<file path="src/rtl/mult_pkg.sv">
// mult_pkg: shared FSM states, Booth digit codes and iteration count for the radix-4 multiplier
package mult_pkg;
  typedef enum logic [1:0] {IDLE, CALC, DONE} mult_state_t;
  typedef enum logic [2:0] {ZERO, POS1, POS2, NEG1, NEG2} booth_digit_t;
  localparam int DEFAULT_WIDTH = 16;
  function automatic int iter_count(input int width);
    return width / 2 + 1;
  endfunction
  localparam int ITER = iter_count(DEFAULT_WIDTH);
endpackage

</file>
<file path="src/rtl/booth_r4_encoder.sv">
// booth_r4_encoder: maps a 3-bit multiplier window {b[i+1], b[i], b[i-1]} to a radix-4 Booth digit
module booth_r4_encoder
  import mult_pkg::*;
(
  input  logic [2:0]   window,
  output booth_digit_t digit
);
  assign digit = (window == 3'b001 || window == 3'b010) ? POS1 :
                 (window == 3'b011)                     ? POS2 :
                 (window == 3'b100)                     ? NEG2 :
                 (window == 3'b101 || window == 3'b110) ? NEG1 : ZERO;
endmodule

</file>
<file path="src/rtl/booth_r4_multiplier.sv">
// booth_r4_multiplier: sequential radix-4 Booth multiplier, one digit per clock, start/busy/done handshake
module booth_r4_multiplier
  import mult_pkg::*;
#(
  parameter int WIDTH = DEFAULT_WIDTH
) (
  input  logic                 clk,
  input  logic                 rst_n,
  input  logic                 start,
  input  logic                 signed_mode,
  input  logic [WIDTH-1:0]     multiplicand,
  input  logic [WIDTH-1:0]     multiplier,
  output logic                 busy,
  output logic                 done,
  output logic [2*WIDTH-1:0]   product
);
  localparam int EW    = WIDTH + 2;
  localparam int NITER = (WIDTH == DEFAULT_WIDTH) ? ITER : iter_count(WIDTH);
  localparam int CW    = $clog2(NITER);
  mult_state_t     state, state_next;
  booth_digit_t    digit;
  logic [CW-1:0]   cnt;
  logic [EW-1:0]   mcand;
  logic [2*EW-1:0] acc, acc_next;
  logic            q_m1;
  logic [EW+1:0]   m_ext, pp, sum;
  // Two extra bits let one signed datapath cover unsigned operands as well
  function automatic logic [EW-1:0] ext(input logic [WIDTH-1:0] x, input logic s);
    return {{2{s & x[WIDTH-1]}}, x};
  endfunction
  booth_r4_encoder u_enc (
    .window({acc[1:0], q_m1}),
    .digit (digit)
  );
  assign m_ext = {{2{mcand[EW-1]}}, mcand};
  assign busy  = state == CALC;
  assign done  = state == DONE;
  // Upper half accumulates in EW+2 bits; dropping the top two after the shift is the arithmetic >>2
  always_comb begin
    pp = digit == POS1 ? m_ext :
         digit == POS2 ? m_ext << 1 :
         digit == NEG1 ? -m_ext :
         digit == NEG2 ? -(m_ext << 1) : '0;
    sum = {{2{acc[2*EW-1]}}, acc[2*EW-1:EW]} + pp;
    acc_next = {sum, acc[EW-1:2]};
  end
  always_comb begin
    state_next = state == IDLE ? (start ? CALC : IDLE) :
                 state == CALC ? (cnt == '0 ? DONE : CALC) : IDLE;
  end
  always_ff @(posedge clk or negedge rst_n) begin
    if (!rst_n) begin
      state   <= IDLE;
      cnt     <= '0;
      mcand   <= '0;
      acc     <= '0;
      q_m1    <= 1'b0;
      product <= '0;
    end else begin
      state <= state_next;
      if (state == IDLE && start) begin
        mcand <= ext(multiplicand, signed_mode);
        acc   <= {{EW{1'b0}}, ext(multiplier, signed_mode)};
        q_m1  <= 1'b0;
        cnt   <= CW'(NITER - 1);
      end else if (state == CALC) begin
        acc  <= acc_next;
        q_m1 <= acc[1];
        cnt  <= cnt == '0 ? cnt : cnt - 1'b1;
        if (cnt == '0) product <= acc_next[2*WIDTH-1:0];
      end
    end
  end
endmodule

</file>
<file path="config.mk">
export PLATFORM = sky130hd
export DESIGN_NAME = booth_r4_multiplier
export DESIGN_NICKNAME = d
export VERILOG_FILES = /design/src/rtl/mult_pkg.sv /design/src/rtl/booth_r4_encoder.sv /design/src/rtl/booth_r4_multiplier.sv
export SDC_FILE = /design/constraint.sdc
export NUM_CORES = 1
export LEC_CHECK = 0
export CAP_MARGIN = 20
export CORE_MARGIN = 4
export CORE_UTILIZATION = 35
export CTS_CLUSTER_SIZE = 16
export DETAILED_ROUTE_END_ITERATION = 16
export PLACE_DENSITY = 0.59
export SLEW_MARGIN = 30
export SYNTH_ARGS = -nofsm -noshare
export SYNTH_HDL_FRONTEND = slang
export SYNTH_SLANG_ARGS = --single-unit
</file>
<file path="constraint.sdc">
create_clock -name clk -period 6.9 [get_ports clk]
set_clock_uncertainty 0.2 [all_clocks]
set_input_delay 1.38 -clock clk [delete_from_list [all_inputs] [get_ports clk]]
set_output_delay 1.38 -clock clk [all_outputs]
set_load 0.05 [all_outputs]
</file>
== Word level (Yosys, flattened, before mapping) ==
Index checks and enable logic that the tools add are counted.
Widths: inputs -> output; s select.
Storage, ports and cells
  register bits after elaboration: 92
  input port bits: 36
  output and inout bits: 34
  logic and storage cells: 53
Cells by class
  add/subtract/negate cells: 4
  equality and inequality tests: 13
  multiplexer cells: 19
  bitwise gates (word level): 3
  reductions and logical operators: 8
Operators with widths (number)
  $mux 20: 4
  $mux 36: 2
  $neg 20->20: 2
  $add 20x20->20: 1
  $eq 3x2->1 const B: 4
  $eq 3x3->1 const B: 4
  $mux 4: 3
  $mux 3: 3
  $mux 2: 4
  $eq 3x1->1 const B: 2
  $logic_not 4->1: 1
  $sub 4x1->4 const B: 1
  $mux 1: 3
  $reduce_and 3->1: 1
  $and 1x1->1: 2
  $eq 2x1->1 const B: 1
  $eq 2x2->1 const B: 1
  $logic_not 2->1: 1
  $logic_or 1x1->1: 2
  $ne 2x1->1 const B: 1
  $reduce_and 2->1: 1
  $reduce_bool 2->1: 1
  $logic_and 1x1->1: 1
  $not 1->1: 1

== Depth between registers and ports, before layout ==
  depth after elaboration: 14
  depth in mapped cells: 17
  gate-level depth less buffers: 17

== Cells and area by module ==
Synthesis repeated with hierarchy kept, for this count alone.
Unflattened totals
  cells, all modules: 638
  area total of the unflattened synthesis: 5695.5 um2
Modules (own cells, without submodules)
  booth_r4_multiplier: times used 1, cells each 634, area an instance 5661.7 um2, sequential area each 2302.2 um2
  booth_r4_encoder: times used 1, cells each 4, area an instance 33.8 um2, sequential area each 0.0 um2

== Least setup slack after synthesis ==
OpenSTA, ideal clock, no wires.
  path type: register to register
  from: register mcand[3]
  to: register acc[35]
  setup time: 0.066 ns
  data arrival time: 3.991 ns
  required time: 6.634 ns
  path slack: 2.643 ns
  stages on the path, launching flop included: 17
  path buffers: 1
  period minus slack after synthesis: 4.257 ns
  path through: dfrtp_1 -> clkbuf_1 -> nor3_1 -> nand4b_1 -> or3_2 -> xor2_1 -> mux2i_1 -> o22ai_1 -> a21o_1 -> ha_1 -> or2_2 -> a21oi_1 -> a21oi_1 -> a22o_1 -> or4_1 -> and4b_1 -> nand2_1
Between the ends
  longest elaborated chain between the ends: 8
  elaborated cells on any way between the ends: 9
  those cells by class: add/sub: 3; mux: 6
RTL lines
  from (decl): RTL line booth_r4_multiplier.sv:23  | logic [EW-1:0] mcand;
  from (signal assigned): RTL line booth_r4_multiplier.sv:62  | mcand <= ext(multiplicand, signed_mode);
  $neg 20->20: RTL line booth_r4_multiplier.sv:43  | digit == NEG2 ? -(m_ext << 1) : '0;
  $mux 20: RTL line booth_r4_multiplier.sv:43
  $mux 20: RTL line booth_r4_multiplier.sv:42  | digit == NEG1 ? -m_ext :
  $mux 20: RTL line booth_r4_multiplier.sv:41  | digit == POS2 ? m_ext << 1 :
  $mux 20 (*): RTL line booth_r4_multiplier.sv:40  | pp = digit == POS1 ? m_ext :
  $add 20x20->20 (*): RTL line booth_r4_multiplier.sv:44  | sum = {{2{acc[2*EW-1]}}, acc[2*EW-1:EW]} + pp;
  $mux 36 (*): RTL line booth_r4_multiplier.sv:66  | end else if (state == CALC) begin
  $mux 36 (*): RTL line booth_r4_multiplier.sv:61  | if (state == IDLE && start) begin
  to (signal assigned): RTL line booth_r4_multiplier.sv:63  | acc <= {{EW{1'b0}}, ext(multiplier, signed_mode)};
  to (signal assigned): RTL line booth_r4_multiplier.sv:67  | acc <= acc_next;
  to (decl): RTL line booth_r4_multiplier.sv:24  | logic [2*EW-1:0] acc, acc_next;
Every way passes the cells marked *; elsewhere a longest branch is shown, timed or not. The select of a mux whose other input is x is not followed.
A chain may end at the register's enable or synchronous reset.

== Worst setup path in the final report ==
  from: register mcand[3]
  to: register acc[34]
The elaborated chain is that of the path after synthesis.

==> flow_summary_export.csv <==
group,metric,value,unit
status,status,"complete, no violations",
timing,max_freq,204,MHz
grt,grt_pass1_wl,26600,um
synth,ys.flop_type,"dfrtp_1",
timing,min_period_over_period,71.1,%
floorplan,die_y,138,um
clock_tree,h-tree-depth,3,
timing,setup_viol,0,
route,drt_iter0_drc,388,
job,maxCapViolations,0,
floorplan,die_x,138,um
floorplan,core-area,16500,sq um
finish,final_area,7040,sq um
placement,gp_congestion,0.898,
synth,ys_seq_elements,92,
synth,syn_inst,679,
route,antenna_left,0,
synth,synth_area,5890,sq um
clock_tree,cts_tree,"built",
setup_path,required,6.93,ns
synth,seq_area_frac_synth,39.1,%
setup_path,endpoint_kind,"flop",
clock_tree,post_cts_buffers,0,
timing,rsz0062_at_grt,"false",
floorplan,placementRows,47,
clock_tree,post_cts_resized,0,
timing,final.min_clock_period,4.91,ns
clock_tree,insertion_delay,0.34,ns
clock_tree,clock_path_buffers,2,
grt,grt_pass1_vias,5116,
finish,drive_above_1_share,8.37,%
clock_tree,hold_buffers,0,
timing,relSlewSlack,36.8,%
route,drt-vias-per-instance,5.53,
floorplan,die_area,19000,sq um
route,num_vias,5246,
grt,grt_start_max_net_pins,56,
synth,yosysUniqueCellTypes,63,
route,drc,0,
setup_path,critPathKind,"flop to flop",
placement,place.port_buffers,69,
timing,hold_ws,0.278,ns
clock_tree,cts.sink_count,92,
timing,slew_viol_final,0,
clock_tree,cts-root-buf,"clkbuf_16",
min_path,hold_class,"flop to flop",
clock_tree,cts_made_buffers,9,
synth,synth.avg_cell_area,8.68,sq um
route,wl,16200,um
grt,grt-ovfl-total,0,
synth,yosysWarnings,0,
floorplan,ios,70,
timing,hold_viol_final,0,
route,dr.pass1.iters,5,
finish,n_antenna_cell,0,
synth,syn-num-nets,737,
setup_path,cp_max_fo,9,
setup_path,startpoint_type,"flop",
timing,tightestPinTransition,0.948,ns
clock_tree,clkTransAtPathRegs,0.07,ns
route,wl_per_cell,17.1,um
synth,synth-edff-count,0,
placement,post-dp-hpwl,11500,um
grt,track_usage,17.6,%
finish,final_nets,782,
finish,syn_to_final_growth,19.4,%
finish,n_fill_cell,1643,
floorplan,initial_core_util,35.7,%
setup_path,cp.arrival,4.94,ns
synth,async_reset_ff_share,100,%
grt,grt_antenna_before_repair,0,
placement,placed_area,6750,sq um
timing,finalSetupTns,0,ns
-- cell families after synthesis --
kind of cell	synth area share [%]
fa+ha+maj	4.80
buf+inv	3.93
flops	39.1
mux	6.84
compound gates	22.1
xor+xnor	4.61
simple gates	18.7
-- critical path, cell delays in order (launching register included) --
cell and delay (ns):
dfrtp_1 0.47, nor3_1 0.61, nand4b_1 0.43, nor4_1 0.40
nand2b_1 0.17, xor2_1 0.18, o221ai_1 0.14, o21a_1 0.15
ha_1 0.36, and2_1 0.21, a41o_1 0.26, a2111oi_0 0.45
nor2_1 0.17, o22ai_1 0.19, nor4b_1 0.07, or3_1 0.31
-- final cells by class --
| type | count | area [sq um] | area share, % |
|---|---|---|---|
| clock buffers | 9 | 225 | 3.20 |
| multi-input cells | 529 | 3370 | 47.9 |
| well taps | 220 | 275 | 3.91 |
| inverters | 16 | 60.1 | 0.853 |
| flip-flops and latches | 92 | 2300 | 32.7 |
| clock inverters | 7 | 63.8 | 0.907 |
| repair buffers | 76 | 741 | 10.5 |
-- metrics by stage --
| stage | std cells | setup WS, ns | utilization, % |
|---|---|---|---|
| global route | 949 | 1.57 | 42.6 |
| global placement | 933 | 2.02 | 40.8 |
| finish | 949 | 1.99 | 42.6 |
| CTS | 949 | 2.05 | 42.6 |
| detailed placement | 933 | 2.04 | 40.8 |
| floorplan | 679 | 2.64 | - |
-- flip-flops by register name, summed over array words and instances, names as in the netlist --
name	count
mcand	17
cnt	4
q_m1	1
state	2
acc	36
product	32
-- metal layers --
layer | global-route usage, % | routed length [um] | share of wire [%]
met4 | 7.30 | 389 | 2.4
met3 | 2.34 | 879 | 5.4
met1 | 24.1 | 7360 | 45
met2 | 28.1 | 7600 | 47
met5 | 0 | 0 | 0
-- final timing paths --
kind / slack [ns] / cells past startpoint / startpoint / end
setup / recovery: 1.99 / 15 / mcand[3] / acc[34]
max in group asynchronous: 4.60 / 2 / rst_n / acc[33]
hold reg to reg: 0.28 / 2 / product[10] / product[10]
min in group asynchronous: 0.80 / 1 / rst_n / mcand[6]
hold / removal: 0.28 / 2 / product[10] / product[10]
setup reg to reg: 1.99 / 15 / mcand[3] / acc[34]
-- cell usage in the layout (no fill, tap or decap), types with 5 or more instances in the layout --
master           Yosys  layout
nor2_1              45      45
nand2_1            104     104
o22ai_1              8       8
clkbuf_16            0       9
nor3_1               7       7
nor3b_1              5       5
a21o_1               6       6
a211oi_1             6       6
inv_1               14      14
ha_1                21      21
dfrtp_1             92      92
a22oi_1             20      20
a22o_1              12      12
a31oi_1              6       6
clkdlybuf4s50_1      0      68
nand2b_1             5       5
nand3_1              8       8
xnor2_1             17      17
xor2_1              14      14
buf_4                0       8
a21oi_1             49      49
o21ai_0             64      64
o21a_1               6       6
mux2_2              26      26
nor2b_1             22      20
mux2i_1             11      11
-- synth_stat cells, drive strengths merged, types with 6 or more instances --
| library cell | count | area, sq um |
|---|---|---|
| clkbuf | 32 | 121 |
| a211oi | 6 | 45.0 |
| inv | 15 | 56.3 |
| o22ai | 8 | 50.1 |
| o21a | 6 | 45.0 |
| ha | 21 | 263 |
| a31oi | 6 | 37.5 |
| o21ai | 64 | 320 |
| nand3 | 8 | 40.0 |
| nand2b | 6 | 45.0 |
| nand2 | 104 | 390 |
| nor2b | 22 | 138 |
| xnor2 | 17 | 149 |
| xor2 | 14 | 123 |
| mux2 | 26 | 293 |
| mux2i | 11 | 110 |
| nor3 | 7 | 35.0 |
| a21o | 6 | 45.0 |
| a22oi | 20 | 150 |
| buf | 10 | 50.1 |
| dfrtp | 92 | 2300 |
| a22o | 12 | 105 |
| a21oi | 49 | 245 |
| nor2 | 45 | 169 |
Power is left out: the tool's default activity adds up to more than one toggle a clock period on the data nets, which glitch-free logic cannot reach.
==> RTL edit: new RTL, same flow settings <==
The 3 states of `mult_state_t` get a one-hot encoding in 3 bits.
--- a/src/rtl/mult_pkg.sv
+++ b/src/rtl/mult_pkg.sv
@@ -1,6 +1,6 @@
 // mult_pkg: shared FSM states, Booth digit codes and iteration count for the radix-4 multiplier
 package mult_pkg;
-  typedef enum logic [1:0] {IDLE, CALC, DONE} mult_state_t;
+  typedef enum logic [2:0] {IDLE = 3'b001, CALC = 3'b010, DONE = 3'b100} mult_state_t;
   typedef enum logic [2:0] {ZERO, POS1, POS2, NEG1, NEG2} booth_digit_t;
   localparam int DEFAULT_WIDTH = 16;
   function automatic int iter_count(input int width);
Behaviour: no difference found for any inputs over 10 cycles, from zero or initial values and one cycle with rst_n low; not proved beyond that.
==> RTL edit against the original RTL <==
  * Largest cell class unchanged
  * Setup slack lost 0.062 ns
  * Die area is 4.6% lower
  * Wire length is 11% lower
  * Area after synthesis down 4.9%
  * Sequential cell count up 1
  * Design area shrank 3.2%
==> RTL edit: results (changes against the original RTL) <==
Synth:
- The post-synthesis net count is 675 (-8.4%).
- The post-synthesis share of cell area spent on xor and xnor gates is 5.62% (+1.0 points).
- The distinct cell type count of the synthesized netlist came to 58 (-7.9%).
- The post-synthesis mux area share is 8.08% (+1.2 points).
- Sorting the synthesized cells by how often they occur yields 129 x sky130_fd_sc_hd__nand2_1, 92 x sky130_fd_sc_hd__dfrtp_1, 40 x sky130_fd_sc_hd__a21oi_1.
- The share of synthesized cell area in full adder, half adder and majority cells is 5.27% (+0.47 points).
- The sequential cell area fraction in the yosys report is 41.5% (+2.5 points).

Routing:
- The total length of routed met2 wires is 6.69 mm (-12%).
- The wire length on met3 was 755 um (-14%).
- The total via count after detailed routing came to 4763 (-9.2%).
- The detailed-routing wirelength on met1 is 6.68 mm (-9.3%).
- The aggregate routed wire length is 14.4 mm (-11%).
- The DRC marker count from the first detailed-route iteration is 314 (-19%).

Global routing:
- The met1 global-route usage is 22.4% (-1.7 points).
- The number of global-route vias before repair is 4669 (-8.7%).
- The global-route track usage on met3 was 3.09% (+0.75 points).
- The global-route wire length before repair was 24.0 mm (-9.6%).
- The overall global routing resource usage is 16.4% (-1.2 points).

Place:
- The global placer's final weighted congestion came to 0.906 (+0.85%).
- The standard cell area after detailed placement is 0.00651 mm2 (-3.5%).

Setup path:
- The longest individual stage delay on the worst path is 0.91 ns (+0.30 ns).
- The signal arrival time at the worst endpoint is 5.01 ns (+0.07 ns).
- The maximum net fanout on the critical path came to 24 (+15).
- The depth of the worst register-to-register path is 14 (-1).

Layout:
- The final layout net count is 730 (-6.6%).
- The number of filler cells placed in the layout is 1516 (-7.7%).

Timing:
- The measured slew at the worst slew-check pin came to 0.865 ns (-0.0822 ns).

Run status:
- The run finished with clean final reports.
-- RTL edit: cell count changes in the layout (fill, tap and decap cells not counted), sizes merged, moves of 5 or more --
cell	before	now
a21oi	49	40
nand2b	6	12
nor2	45	31
o21ai	64	28
o211ai	4	10
a21o	6	14
nor2b	22	2
o21a	6	1
nand2	104	129
-- RTL edit: worst paths after layout --
kind / start / end / slack (ns)
worst max-delay path: acc[1]$_DFFE_PN0P_ / product[29]$_DFFE_PN0P_ / 1.93
max in group asynchronous: rst_n / acc[18]$_DFFE_PN0P_ / 4.59
worst min-delay path: product[2]$_DFFE_PN0P_ / product[2]$_DFFE_PN0P_ / 0.28
worst min register to register: product[2]$_DFFE_PN0P_ / product[2]$_DFFE_PN0P_ / 0.28
worst max register to register: acc[1]$_DFFE_PN0P_ / product[29]$_DFFE_PN0P_ / 1.93
min in group asynchronous: rst_n / acc[30]$_DFFE_PN0P_ / 0.75
-- RTL edit: area by class of cell --
class	instances	area [um2]	share of cell area [%]
Sequential cell	93	2330	34.2
Inverter	15	56.3	0.826
Multi-Input combinational cell	476	3120	45.8
Tap cell	211	264	3.88
Timing Repair Buffer	76	741	10.9
Clock buffer	10	229	3.36
Clock inverter	6	76.3	1.12
-- RTL edit: power by group --
| part | switching, mW | total (mW) | leakage, nW | internal, mW |
|---|---|---|---|---|
| Sequential | 0.240 | 1.02 | 1.21 | 0.776 |
| Combinational | 1.37 | 2.26 | 1.76 | 0.894 |
| Clock | 0.233 | 0.522 | 0.150 | 0.289 |
| Total | 1.84 | 3.80 | 3.12 | 1.96 |
-- RTL edit: critical path: cells and delay by family (launching register included) --
family	cells	cell delay, ns
flops	1	0.91
compound gates	8	1.96
xor+xnor	1	0.11
simple gates	2	0.75
fa+ha+maj	1	0.30
mux	1	0.26
buf+inv	1	0.35
